<file path="src/rtl/vend_coin_sequencer.sv">
// Coin front-end for the vending core: queues acceptor coins and replays them
// to the core as single-cycle coinx/coiny pulses with a fixed idle gap.
module vend_coin_sequencer #(
  parameter int DEPTH      = 4,
  parameter int GAP_CYCLES = 2,
  parameter int CNT_W      = 8
) (
  input  logic                       clk,
  input  logic                       rst_n,
  input  logic                       en,
  input  logic                       flush,
  input  logic                       coin_x_in,
  input  logic                       coin_y_in,
  output logic                       coin_reject,
  output logic                       vend_coinx,
  output logic                       vend_coiny,
  input  logic                       vend_prod,
  input  logic                       vend_change,
  output logic [$clog2(DEPTH):0]     fifo_level,
  output logic                       busy,
  output logic [CNT_W-1:0]           prod_cnt,
  output logic [CNT_W-1:0]           change_cnt
);

  localparam int AW = $clog2(DEPTH);
  localparam int LW = AW + 1;
  localparam int GW = (GAP_CYCLES > 1) ? $clog2(GAP_CYCLES) : 1;
  localparam logic [CNT_W-1:0] CNT_MAX = {CNT_W{1'b1}};

  // state | meaning
  // IDLE  | waiting for a queued coin; pops the head when enabled
  // ISSUE | vend_coinx/vend_coiny pulse is on the core interface
  // WAIT  | enforced all-low gap, gap_q counts down to 0
  typedef enum logic [1:0] {
    IDLE  = 2'd0,
    ISSUE = 2'd1,
    WAIT  = 2'd2
  } state_t;

  state_t           state_q, state_d;
  logic [GW-1:0]    gap_q, gap_d;
  logic [DEPTH-1:0] mem_q, mem_d;
  logic [AW-1:0]    wr_ptr_q, wr_ptr_d;
  logic [AW-1:0]    rd_ptr_q, rd_ptr_d;
  logic [LW-1:0]    count_q, count_d;
  logic             coin_reject_q, coin_reject_d;
  logic             vend_coinx_q, vend_coinx_d;
  logic             vend_coiny_q, vend_coiny_d;
  logic             busy_q, busy_d;
  logic [CNT_W-1:0] prod_cnt_q, prod_cnt_d;
  logic [CNT_W-1:0] change_cnt_q, change_cnt_d;

  logic full, empty, push, pop, head;

  always_comb begin
    state_d       = state_q;
    gap_d         = gap_q;
    mem_d         = mem_q;
    wr_ptr_d      = wr_ptr_q;
    rd_ptr_d      = rd_ptr_q;
    count_d       = count_q;
    vend_coinx_d  = 1'b0;
    vend_coiny_d  = 1'b0;
    pop           = 1'b0;
    head          = mem_q[rd_ptr_q];

    full  = (count_q == LW'(DEPTH));
    empty = (count_q == '0);
    push  = en & ~flush & (coin_x_in ^ coin_y_in) & ~full;
    coin_reject_d = en & ~flush & (coin_x_in | coin_y_in) &
                    ((coin_x_in & coin_y_in) | full);

    case (state_q)
      IDLE: begin
        if (en & ~empty & ~flush) begin
          pop          = 1'b1;
          vend_coinx_d = ~head;
          vend_coiny_d = head;
          state_d      = ISSUE;
        end
      end
      ISSUE: begin
        state_d = WAIT;
        gap_d   = GW'(GAP_CYCLES - 1);
      end
      WAIT: begin
        if (gap_q == '0) state_d = IDLE;
        else             gap_d   = gap_q - GW'(1);
      end
      default: state_d = IDLE;
    endcase

    if (push) begin
      mem_d[wr_ptr_q] = coin_y_in;
      wr_ptr_d        = wr_ptr_q + AW'(1);
    end
    if (pop) rd_ptr_d = rd_ptr_q + AW'(1);

    case ({push, pop})
      2'b10:   count_d = count_q + LW'(1);
      2'b01:   count_d = count_q - LW'(1);
      default: count_d = count_q;
    endcase

    // Flush wins over any push/pop decided above on the same edge.
    if (flush) begin
      state_d      = IDLE;
      gap_d        = '0;
      wr_ptr_d     = '0;
      rd_ptr_d     = '0;
      count_d      = '0;
      vend_coinx_d = 1'b0;
      vend_coiny_d = 1'b0;
    end

    prod_cnt_d   = (vend_prod && prod_cnt_q != CNT_MAX) ? prod_cnt_q + CNT_W'(1) : prod_cnt_q;
    change_cnt_d = (vend_change && change_cnt_q != CNT_MAX) ? change_cnt_q + CNT_W'(1) : change_cnt_q;

    busy_d = (state_d != IDLE) | (count_d != '0);
  end

  always_ff @(posedge clk or negedge rst_n) begin
    if (!rst_n) begin
      state_q       <= IDLE;
      gap_q         <= '0;
      mem_q         <= '0;
      wr_ptr_q      <= '0;
      rd_ptr_q      <= '0;
      count_q       <= '0;
      coin_reject_q <= 1'b0;
      vend_coinx_q  <= 1'b0;
      vend_coiny_q  <= 1'b0;
      busy_q        <= 1'b0;
      prod_cnt_q    <= '0;
      change_cnt_q  <= '0;
    end else begin
      state_q       <= state_d;
      gap_q         <= gap_d;
      mem_q         <= mem_d;
      wr_ptr_q      <= wr_ptr_d;
      rd_ptr_q      <= rd_ptr_d;
      count_q       <= count_d;
      coin_reject_q <= coin_reject_d;
      vend_coinx_q  <= vend_coinx_d;
      vend_coiny_q  <= vend_coiny_d;
      busy_q        <= busy_d;
      prod_cnt_q    <= prod_cnt_d;
      change_cnt_q  <= change_cnt_d;
    end
  end

  assign coin_reject = coin_reject_q;
  assign vend_coinx  = vend_coinx_q;
  assign vend_coiny  = vend_coiny_q;
  assign fifo_level  = count_q;
  assign busy        = busy_q;
  assign prod_cnt    = prod_cnt_q;
  assign change_cnt  = change_cnt_q;

endmodule

</file>
<file path="config.mk">
export PLATFORM = sky130hd
export DESIGN_NAME = vend_coin_sequencer
export DESIGN_NICKNAME = d
export VERILOG_FILES = /design/src/rtl/vend_coin_sequencer.sv
export SDC_FILE = /design/constraint.sdc
export NUM_CORES = 1
export LEC_CHECK = 0
export CAP_MARGIN = 10
export CORE_ASPECT_RATIO = 0.6
export CORE_UTILIZATION = 40
export CTS_CLUSTER_SIZE = 10
export DETAILED_ROUTE_END_ITERATION = 6
export PLACE_DENSITY = 0.65
export REMOVE_ABC_BUFFERS = 1
export SETUP_SLACK_MARGIN = 0.15
export SYNTH_ARGS = -nofsm -noshare
export SYNTH_HDL_FRONTEND = slang
export SYNTH_SLANG_ARGS = --single-unit
</file>
<file path="constraint.sdc">
create_clock -name clk -period 2 [get_ports clk]
set_input_delay 0.3 -clock clk [delete_from_list [all_inputs] [get_ports clk]]
set_output_delay 0.3 -clock clk [all_outputs]
set_load 0.02 [all_outputs]
</file>
Word level (Yosys, flattened, before mapping)
Index checks and enable logic that the tools add are counted.

word-level totals
  output and inout port bits = 23
  register bits = 34
  logic and storage cells = 81

operators by class
  bitwise operators = 16
  reductions and logical operators = 10
  equal/unequal tests = 7
  magnitude comparators = 3
  add/sub/neg operators = 7
  muxes and demuxes = 26

operators with widths
  kind                 count
  $add 8x1->8 const B  2
  $ne 8x8->1 const B   2
  $mux 2               7
  $mux 1               12
  $and 1x1->1          8
  $lt 2x3->1 const B   2
  $pmux 2 s3           1
  $pmux 3 s2           1
  $reduce_bool 2->1    3
  $reduce_bool 3->1    2
  $add 2x1->2 const B  2
  $bwmux 4             1
  $eq 2x1->1 const B   2
  $eq 2x2->1 const B   2
  $not 1->1            4
  $add 3x1->3 const B  1
  $eq 3x3->1 const B   1
  $logic_and 1x1->1    3
  $logic_not 3->1      1
  $mux 3               1
  $or 1x1->1           3
  $sub 3x1->3 const B  1
  $bmux 1 s2           1
  $demux 1 s2          1
  5 further kinds      5

Logic depth before layout (Yosys ltp)
  word-level depth = 11
  mapped depth = 11
  mapped depth without buffers = 11

Worst setup path after synthesis
No wires, ideal clock.

  path type = register -> register
  start point = reg count_q[0], in the netlist fifo_level[0]
  end point = reg busy_q, in the netlist busy
  arrival time = 2.214 ns
  setup time = 0.136 ns
  path slack = -0.350 ns
  stages on the path, launching flop included = 10
  buffers on the path = 0
  path through = dfrtp_1 -> nor2_2 -> a211oi_4 -> inv_1 -> ha_1 -> fa_1 -> mux2i_1 -> nor2_1 -> nor4_1 -> o21ai_0

between the ends
  word-level cells in the longest chain between the ends = 11
  elaborated cells between the ends (all ways) = 21

RTL lines
  item                                      line  RTL
  start: declaration                        45    logic [LW-1:0] count_q, count_d;
  start signal: assignment                  142   count_q <= count_d;
  $logic_not 3->1                           68    empty = (count_q == '0);
  $not 1->1                                 75    if (en & ~empty & ~flush) begin
  $and 1x1->1 (2 in a row)                  75
  $mux 1                                    75
  $mux 1                                    73    case (state_q)
  $eq 2x1->1 or $eq 2x2->1 (tied branches)  99    case ({push, pop})
  $pmux 3 s2 *                              99
  $mux 3 *                                  106   if (flush) begin
  net count_d[1]                            45
  $reduce_bool 3->1 *                       119   busy_d = (state_d != IDLE) | (count_d != '0);
  $or 1x1->1 *                              119
  net busy_d                                49    logic busy_q, busy_d;
  end signal: assignment                    146   busy_q <= busy_d;
  end: declaration                          49

Mark *: on every way through the listed nets, which the timed path passes. The rest lies on a longest branch.
A chain may end at the register's enable or synchronous reset.

Final worst setup path
  start point = reg state_q[1]
  end point = reg busy_q, in the netlist busy

between the ends
  word-level cells in the longest chain between the ends = 7
  elaborated cells between the ends (all ways) = 15

RTL lines
  item                                      line  RTL
  start: declaration                        40    state_t state_q, state_d;
  start signal: assignment                  137   state_q <= state_d;
  $logic_not 2->1 *                         73
  $mux 1 *                                  73
  $eq 2x1->1 or $eq 2x2->1 (tied branches)  99
  $pmux 3 s2 *                              99
  $mux 3 *                                  106
  net count_d[1]                            45
  $reduce_bool 3->1 *                       119
  $or 1x1->1 *                              119
  net busy_d                                49

Marked as above.

==> impl_metrics.yaml <==
floorplanning:
  chipHeight_um: 52.1
  core_area_mm2: 0.00383
  ios: 31
  dieArea_mm2: 0.00445
  die_w_um: 85.4
  fp-row-count: 17
  initial_core_util: 0.436
pwr:
  switching_share: 0.366
  p_int_uw: 1690
  switching_power_uw: 975
  ir_drop_v: 0.000712
  leakage_uw: 0.00104
  power_density_mw_per_mm2: 1150
  p_seq_frac: 0.417
  clkPwrFrac: 0.195
  p_comb_frac: 0.388
finish:
  n_antenna_cell: 0
  final_util: 0.605
  drive_gt1_frac: 0.244
  finalNetCount: 226
  syn_to_final_growth_pct: 38.6
  final_cell_mix: "dfrtp_1, clkdlybuf4s50_1, buf_4"
  mostFrequentLayoutCell: "dfrtp_1"
global_route:
  top_usage_layer: "met2"
  gr-total-overflow: 0
  grt_use_met2: 0.292
  grt_usage: 0.186
  antenna_found_initial: 0
  met1_usage: 0.246
  grt_pass1_vias: 1351
  grt_max_degree: 35
  met3_usage: 0.0524
  grt_pass1_wl_um: 6170
worst_setup_path:
  end_kind: "register"
  critPathArrivalTime_ns: 2.42
  rrSetupSlack_ns: -0.26
  worstPathCellList: "nor4_4 > ha_2 > fa_2 > mux2i_1 > nor2_1 > nor4_1 > o21ai_1"
  cp_max_fo: 2
  reg2reg_to: "busy"
  critPathSlowestCell: "fa_2"
  reg2reg_depth: 7
  r2r-start: "state_q[1]"
  critPathKind: "reg -> reg"
  cp_data_required_time_ns: 2.16
  startpoint_type: "register"
  cpPeakStageDelay_ns: 0.45
timing:
  worst_pin_slew_ns: 0.432
  rsz0062_at_grt: "true"
  fin_crit_sh: 1.13
  finalHoldViolCount: 0
  tns_ns: -0.429
  worst_clock_skew_ns: 0.00349
  report.final.setup_viol: 2
  slew_headroom: 0.712
  timing.final.ws_setup_ns: -0.261
  drv_slew: 0
  period_needed_ns: 2.26
  fmax_mhz: 442
yosys:
  syn_area_mm2: 0.00167
  syn_inst: 152
  syn-mean-instance-area_um2: 11.0
  synth_top_area_frac: 0.509
  yosys-top-cells-area: "dfrtp_1, ha_1, xnor2_1"
  ys_ff_latch: 34
  ys_seq_area_frac: 0.509
  synthFlopType: "dfrtp_1"
  yosysWarnings: 0
  yosys.area.top_type: "dfrtp_1"
  synth_cell_types: 32
  synth-edff-count: 0
  async_flop_share: 1.00
place:
  io_buffers: 30
  globalplace.congestion: 0.838
  dp_slack_ns: -0.794
  hpwl_um: 2390
min_path:
  hold_depth: 4
  min_from: "coin_x_in"
  hold_path_end: "coin_reject"
  hold_class: "in -> reg"
drt:
  drc: 0
  vias: 1313
  routed_wl_um: 3620
  vias_per_cell: 5.13
  wl_per_cell_um: 14.1
  drt_pass1_iterations: 4
  drtIter0Drc: 54
  ant_nets: 0
clock_network:
  worstSkewPairLatency_ns: 0.28
  numClockSinks: 34
  cts_max_path_buffers: 2
  cts_hold_buf: 0
  clk_pin_slew_ns: 0.07
  cts_buffers: 5
  cts_tree: "done"
  cts_root_buffer: "clkbuf_8"
  h-tree-depth: 2
outcome:
  violations: "setup timing"
  run_status: "complete, but fails checks"
run:
  drv_cap: 0
==> sequential cells by signal (all words and copies together) (netlist names) <==
register,flops
gap_q,1
prod_cnt,8
wr_ptr_q,2
fifo_level,3
rd_ptr_q,2
busy,1
state_q,2
vend_coinx,1
change_cnt,8
mem_q,4
coin_reject,1
vend_coiny,1
==> through the flow <==
stage / cell area [um2] / std cells / hold slack (ns) / power, uW
finish: 2310 / 256 / 0.382 / 2660
detailed placement: 2120 / 241 / 0.488 / 2120
floorplan: 1670 / 151 / 0.00441 / 1630
global placement: 2120 / 241 / 0.476 / 2090
CTS: 2290 / 253 / 0.370 / 2670
global route: 2310 / 256 / 0.390 / 2840
==> Yosys cell counts, drive strengths merged (3+ instances only) <==
cell type and number:
a21oi 10, dfrtp 34, ha 9, inv 10, mux2 9, mux2i 3
nand2 16, nand2b 3, nand3 6, nand4 5, nor2 13, nor3 6
nor4 3, xnor2 7
==> power groups by stage <==
stage          combinational [uW]  sequential (uW)  clock, uW
6_report                     1030             1110        520
5_1_grt                      1130             1150        569
4_1_cts                      1040             1110        531
3_5_place_dp                 1020             1110          0
3_3_place_gp                  992             1100          0
2_1_floorplan                 360             1270          0
==> layout make-up <==
| class | instances | area [um2] |
|---|---|---|
| inverters | 10 | 37.5 |
| multi-input cells | 107 | 827 |
| well taps | 47 | 58.8 |
| repair buffers | 50 | 445 |
| fillers | 311 | 1510 |
| flip-flops and latches | 34 | 855 |
| clock inverters | 1 | 5.00 |
| clock buffers | 7 | 86.3 |
==> metal layers <==
metal	share of wire	wire length, um	vias up
met5	0	0	-
met4	0.014	51	0
met3	0.041	150	7
met2	0.44	1610	29
met1	0.50	1810	643
li1	-	-	634
==> worst max path at each step <==
stage | slack (ns) | cells past startpoint | to | startpoint
2_1_floorplan | -0.34 | 9 | busy | fifo_level[0]
5_1_grt | -0.34 | 7 | busy | state_q[1]
3_5_place_dp | -0.79 | 12 | busy | coin_x_in
6_report | -0.26 | 7 | busy | state_q[1]
4_1_cts | -0.11 | 8 | busy | fifo_level[2]
3_3_place_gp | -0.66 | 12 | busy | coin_x_in
==> timing repair <==
action                                  in CTS  in global routing
endpoints found under the setup margin       3                  3
pin swaps                                    9                  8
endpoints found under the hold margin        0                  0
buffers inserted                             4                  3
resized for setup                           26                  1
==> worst max-delay path: cells and delay by family, from the launching register on <==
| kind | cells | cell delay (ns) |
|---|---|---|
| and+or+nand+nor | 3 | 0.73 |
| adders and majority gates | 2 | 0.70 |
| DFF | 1 | 0.41 |
| muxes | 1 | 0.18 |
| AOI/OAI and AO/OA | 1 | 0.11 |
==> cells by family (layout without fill, tap and decap cells) <==
family          after synthesis  in the layout  share of synthesized area
simple gates                 60             60                      0.191
flops                        34             34                      0.509
compound gates               16             16                     0.0614
mux                          13             13                     0.0921
buf+inv                      11             68                     0.0247
fa+ha+maj                    10             10                     0.0794
xor+xnor                      8              8                     0.0419
Note: power is estimated with default switching activity, not from simulation.
